$ cat src/rtl/adder_result_display.sv
// adder_result_display
// Captures the 5-bit ripple-carry adder result {Cout,S} on a load strobe.
// An iterative subtract-10 FSM converts it to two decimal digits.
// The digits drive a 2-digit, time-multiplexed, common-anode 7-segment display.
// A leading zero on the tens digit is blanked.
module adder_result_display #(
  parameter int REFRESH_DIV = 100000
) (
  input  logic       clk,
  input  logic       rst_n,
  input  logic       load,
  input  logic [3:0] S,
  input  logic       Cout,
  output logic       busy,
  output logic [6:0] seg,
  output logic [1:0] an
);

  // A counter width of at least one bit keeps REFRESH_DIV=1 legal.
  localparam int            CW   = (REFRESH_DIV > 1) ? $clog2(REFRESH_DIV) : 1;
  localparam logic [CW-1:0] TERM = CW'(REFRESH_DIV - 1);

  typedef enum logic {
    IDLE,
    CONV
  } state_t;

  state_t        r_state;
  state_t        w_next_state;
  logic          r_busy;
  logic [4:0]    r_remainder;
  logic [1:0]    r_tens_work;
  logic [1:0]    r_tens;
  logic [3:0]    r_ones;
  logic [CW-1:0] r_refresh;
  logic          r_digit_sel;

  logic          w_accept;
  logic          w_conv_done;
  logic [3:0]    w_digit;
  logic [6:0]    w_code;

  // A load is honoured only from IDLE, so a load on the edge that clears busy is dropped.
  assign w_accept    = (r_state == IDLE) && load;
  assign w_conv_done = (r_state == CONV) && (r_remainder < 5'd10);
  assign busy        = r_busy;

  // State register.
  // NOTE: sequential state uses non-blocking (<=) so every flop samples pre-edge values.
  always_ff @(posedge clk or negedge rst_n) begin
    if (!rst_n) r_state <= IDLE;
    else        r_state <= w_next_state;
  end

  // Next-state logic: IDLE -> CONV on load; CONV -> IDLE once the remainder is below ten.
  // NOTE: the default assignment first keeps this block free of inferred latches.
  always_comb begin
    w_next_state = r_state;
    unique case (r_state)
      IDLE: if (load)        w_next_state = CONV;
      CONV: if (w_conv_done) w_next_state = IDLE;
      default:               w_next_state = IDLE;
    endcase
  end

  // Conversion datapath: repeatedly subtract ten and count tens.
  // The result is published to the display digits on a single edge.
  always_ff @(posedge clk or negedge rst_n) begin
    if (!rst_n) begin
      r_busy      <= 1'b0;
      r_remainder <= '0;
      r_tens_work <= '0;
      r_tens      <= '0;
      r_ones      <= '0;
    end else if (w_accept) begin
      r_remainder <= {Cout, S};
      r_tens_work <= '0;
      r_busy      <= 1'b1;
    end else if (r_state == CONV) begin
      if (w_conv_done) begin
        r_ones <= r_remainder[3:0];
        r_tens <= r_tens_work;
        r_busy <= 1'b0;
      end else begin
        r_remainder <= r_remainder - 5'd10;
        r_tens_work <= r_tens_work + 2'd1;
      end
    end
  end

  // Free-running refresh counter.
  // It toggles the displayed digit at each terminal count.
  always_ff @(posedge clk or negedge rst_n) begin
    if (!rst_n) begin
      r_refresh   <= '0;
      r_digit_sel <= 1'b0;
    end else if (r_refresh == TERM) begin
      r_refresh   <= '0;
      r_digit_sel <= ~r_digit_sel;
    end else begin
      r_refresh <= r_refresh + 1'b1;
    end
  end

  // Select the active digit and produce its active-high {g..a} segment pattern.
  always_comb begin
    w_digit = r_digit_sel ? {2'b00, r_tens} : r_ones;
    unique case (w_digit)
      4'd0:    w_code = 7'b0111111;
      4'd1:    w_code = 7'b0000110;
      4'd2:    w_code = 7'b1011011;
      4'd3:    w_code = 7'b1001111;
      4'd4:    w_code = 7'b1100110;
      4'd5:    w_code = 7'b1101101;
      4'd6:    w_code = 7'b1111101;
      4'd7:    w_code = 7'b0000111;
      4'd8:    w_code = 7'b1111111;
      4'd9:    w_code = 7'b1101111;
      default: w_code = 7'b0000000;
    endcase
  end

  // Drive the active-low anodes and segments, blanking a leading zero on the tens digit.
  always_comb begin
    an  = r_digit_sel ? 2'b01 : 2'b10;
    seg = ~w_code;
    if (r_digit_sel && (r_tens == 2'd0)) seg = 7'b1111111;
  end

endmodule

$ cat config.mk
export PLATFORM = sky130hd
export DESIGN_NAME = adder_result_display
export DESIGN_NICKNAME = d
export VERILOG_FILES = /design/src/rtl/adder_result_display.sv
export SDC_FILE = /design/constraint.sdc
export NUM_CORES = 1
export LEC_CHECK = 0
export BUFFER_PORTS_ARGS = -buffer_cell sky130_fd_sc_hd__buf_2
export CAP_MARGIN = 40
export CELL_PAD_IN_SITES_DETAIL_PLACEMENT = 1
export CELL_PAD_IN_SITES_GLOBAL_PLACEMENT = 1
export CORE_UTILIZATION = 30
export CTS_CLUSTER_SIZE = 12
export DETAILED_ROUTE_END_ITERATION = 7
export PLACE_DENSITY = 0.64
export SYNTH_ARGS = -nofsm -noshare
export SYNTH_HDL_FRONTEND = slang
export SYNTH_SLANG_ARGS = --single-unit
$ cat constraint.sdc
create_clock -name clk -period 2.4 [get_ports clk]
set_input_delay 0.48 -clock clk [delete_from_list [all_inputs] [get_ports clk]]
set_output_delay 0.48 -clock clk [all_outputs]
set_load 0.01 [all_outputs]
==> flow_summary_export.csv <==
group,metric,value,unit
route,detail_route.wirelength,4160,um
critical_path,max_stage_delay,0.40,ns
synth,synthMuxAreaShare,6.12,%
synth,synth_common_cells,"33 x dfrtp_1, 21 x nor2_1, 11 x xnor2_1",
synth,ys_types,39,
critical_path,path_cells,"buf_6 -> mux2i_2 -> inv_2 -> ha_4 -> inv_1 -> or3_1 -> a21oi_2 -> o21ai_1 -> buf_2",
synth,ys_top_cells_by_area,"dfrtp_1 46%, xnor2_1 5.4%, ha_1 4.9%",
clock_network,cts_root_buf,"clkbuf_8",
synth,postSynthAreaPerCell,10.2,um2
die,dieWidth,79.0,um
synth,synth_xor_area_share,8.37,%
layout,final_area,2150,um2
synth,yosysTopAreaCell,"dfrtp_1",
synth,synth_top_area_share,46.4,%
synth,yosysSeqAreaShare,46.4,%
clock_network,insertion_delay,0.29,ns
placement,portBuffers,17,
layout,antenna_cells,0,
placement,dp_cells,261,
layout,nets,217,
synth,synth-simple-area-share,20.0,%
power,power_density,1120,nW/um2
critical_path,critPathTopFamily,"buffers and inverters",
power,p_switching,895,uW
clock_network,hold_buffers,0,
route,antenna_left,0,
die,dieArea,6240,um2
clock_network,cts_buffers,5,
timing,fin_crit,2.39,ns
layout,finalNonFillerCells,275,
timing,finalCritPeriodShare,99.6,%
clock_network,cts_htree_levels,2,
synth,netlist_instances,174,
synth,synth_compound_area_share,11.0,%
synth,synth-main-ff-cell,"dfrtp_1",
clock_network,clock_sinks,33,
global_routing,grt_max_degree,34,
power,leakage,0.953,nW
synth,synth_top_family_by_area,"simple AND/OR/NAND/NOR gates",
synth,synth_edf_count,0,
power,power_switching_share,37.2,%
timing,skew,0.0118,ns
placement,placed_cell_area,1950,um2
critical_path,endpoint_kind,"output port",
die,rows,27,
route,dr_total_vias,1415,
die,io-pin-count,18,
hold_path,holdCritPathClass,"in2async",
die,initial_core_util,31.7,%
run,cap_violations,0,
timing,rsz0062_at_grt,"true",
critical_path,path_buf_inv,4,
power,power_frac_comb,41.9,%
global_routing,antenna_found_initial,0,
critical_path,critPathMaxFanout,2,
route,drt-initial-drc-count,25,
route,vias_per_cell,5.15,
critical_path,worstPathRequired,1.92,ns
placement,place_congestion,0.725,
layout,area_delta_synth_final,21.0,%
clock_network,cts_tree,"done",
global_routing,grt_usage,15.2,%
timing,tightest_slew,0.754,ns
synth,synth_most_common_cell,"dfrtp_1",
die,core_area,5610,um2
timing,timing.hold.ws,0.256,ns
synth,syn_area,1780,um2
global_routing,grt_pass1_wl,7140,um
clock_network,cts.path.max_buffers,2,
timing,maxSlewViolCount,0,
route,first_pass_iters,2,
synth,async_flop_share,100,%
outcome,run_status,"complete, no violations",
placement,dp_hpwl,2860,um
synth,synth_warnings,0,
power,p_int,1.51,mW
timing,hold_viol,0,
layout,drive_gt1_share,25.1,%
layout,fin_util,38.4,%
die,die_h,79.0,um
synth,ys_ff_latch,33,
power,finalPower,2.40,mW
power,p_clk_share,22.9,%
power,ir_drop,0.416,mV
route,drc,0,
power,seqPwrFrac,35.3,%
synth,synth_fa_ha_area_share,4.92,%
critical_path,cpMaxStageDelayCell,"dfrtp_1",
timing,fmax,0.418,GHz
clock_network,clk_pin_slew,0.08,ns
critical_path,worstPathArrival,1.91,ns
global_routing,grt_overflow,0,
route,wl_per_cell,15.1,um
critical_path,worstSetupStartpointType,"flop",
timing,maxSlewHeadroom,49.7,%
synth,synth_fp_nets,189,
timing,setup_viol,0,
layout,fill_cells,645,
critical_path,setup.worst_path.class,"reg2out",
global_routing,first_global_vias,1481,
[through the flow]
stage / TNS, ns / worst slack, ns
after global placement: 0 / 0.284
after detailed placement: 0 / 0.200
after floorplan: 0 / 0.0844
after global routing: -0.299 / -0.101
final: 0 / 0.00971
after CTS: -0.0715 / -0.0409
[worst paths after layout]
path                                 from        endpoint  slack [ns]  cells past startpoint
max reg2reg                r_remainder[1]       r_tens[0]        0.47                      6
min in group clk                     Cout  r_remainder[4]        0.41                      3
min                                 rst_n  r_remainder[1]        0.26                      1
min reg2reg                r_remainder[0]       r_ones[0]        0.51                      1
max in group asynchronous           rst_n   r_refresh[14]        1.65                      1
max                           r_digit_sel          seg[4]        0.01                      9
[sequential cells by signal, summed over array words and instances (netlist names)]
register	flops
r_state	1
r_remainder	5
r_tens	2
busy	1
r_ones	4
r_refresh	17
r_tens_work	2
r_digit_sel	1
[cell families (layout without fill, tap and decap cells)]
logic type               after synthesis  count (layout)
flip-flops                            33              33
XOR/XNOR                              17              17
buffers and inverters                 14              43
AO/OA/AOI/OAI                         32              32
AND/OR/NAND/NOR                       61              61
multiplexers                          10              10
adder cells (fa/ha/maj)                7               7
[timing repair]
action                                  4_1_cts  5_1_grt
pin swaps                                     4        4
resized for setup                            10        2
endpoints found under the setup margin        2        6
endpoints found under the hold margin         0        0
buffers inserted                              6        0
[cells in the final DEF, fill, tap and decap left out, types with 3 or more instances in the layout]
cell      netlist  routed
nor2_1         21      21
o21ai_0         8       8
xnor2_1        11      11
nand3_1         7       7
clkbuf_8        0       6
a22oi_1         3       3
o21ai_1         4       3
ha_1            7       5
buf_2           0      17
a21oi_1         6       5
and4_1          4       4
nor2b_1         3       3
buf_4           1       7
dfrtp_1        33      33
nand2_1         4       4
mux2_2          7       6
inv_1          10       8
xor2_1          6       6
nand4_1         8       8
[layout make-up]
type	count	area [um2]	share of cell area [%]
clock inverter	1	30.0	1.39
timing repair buffer	25	149	6.91
multi-input combinational	127	932	43.3
inverter	10	40.0	1.86
tap	72	90.1	4.18
clock buffer	7	86.3	4.01
sequential	33	826	38.3
[power groups by stage]
stage	Clock [mW]	Combinational, mW	Sequential [mW]
floorplan	0	0.691	0.775
global placement	0	0.897	0.844
detailed placement	0	0.927	0.854
CTS	0.568	1.01	0.851
global route	0.596	1.12	0.876
finish	0.549	1.01	0.847
[routing by layer]
| layer | vias to the layer above | track usage [%] | routed length (um) |
|---|---|---|---|
| met1 | 720 | 18.4 | 1930 |
| met5 | - | 0 | 0 |
| met4 | 0 | 4.73 | 36 |
| met3 | 4 | 5.29 | 129 |
| met2 | 14 | 25.1 | 2060 |
| li1 | 677 | - | - |
(Power assumes the default switching activity.)
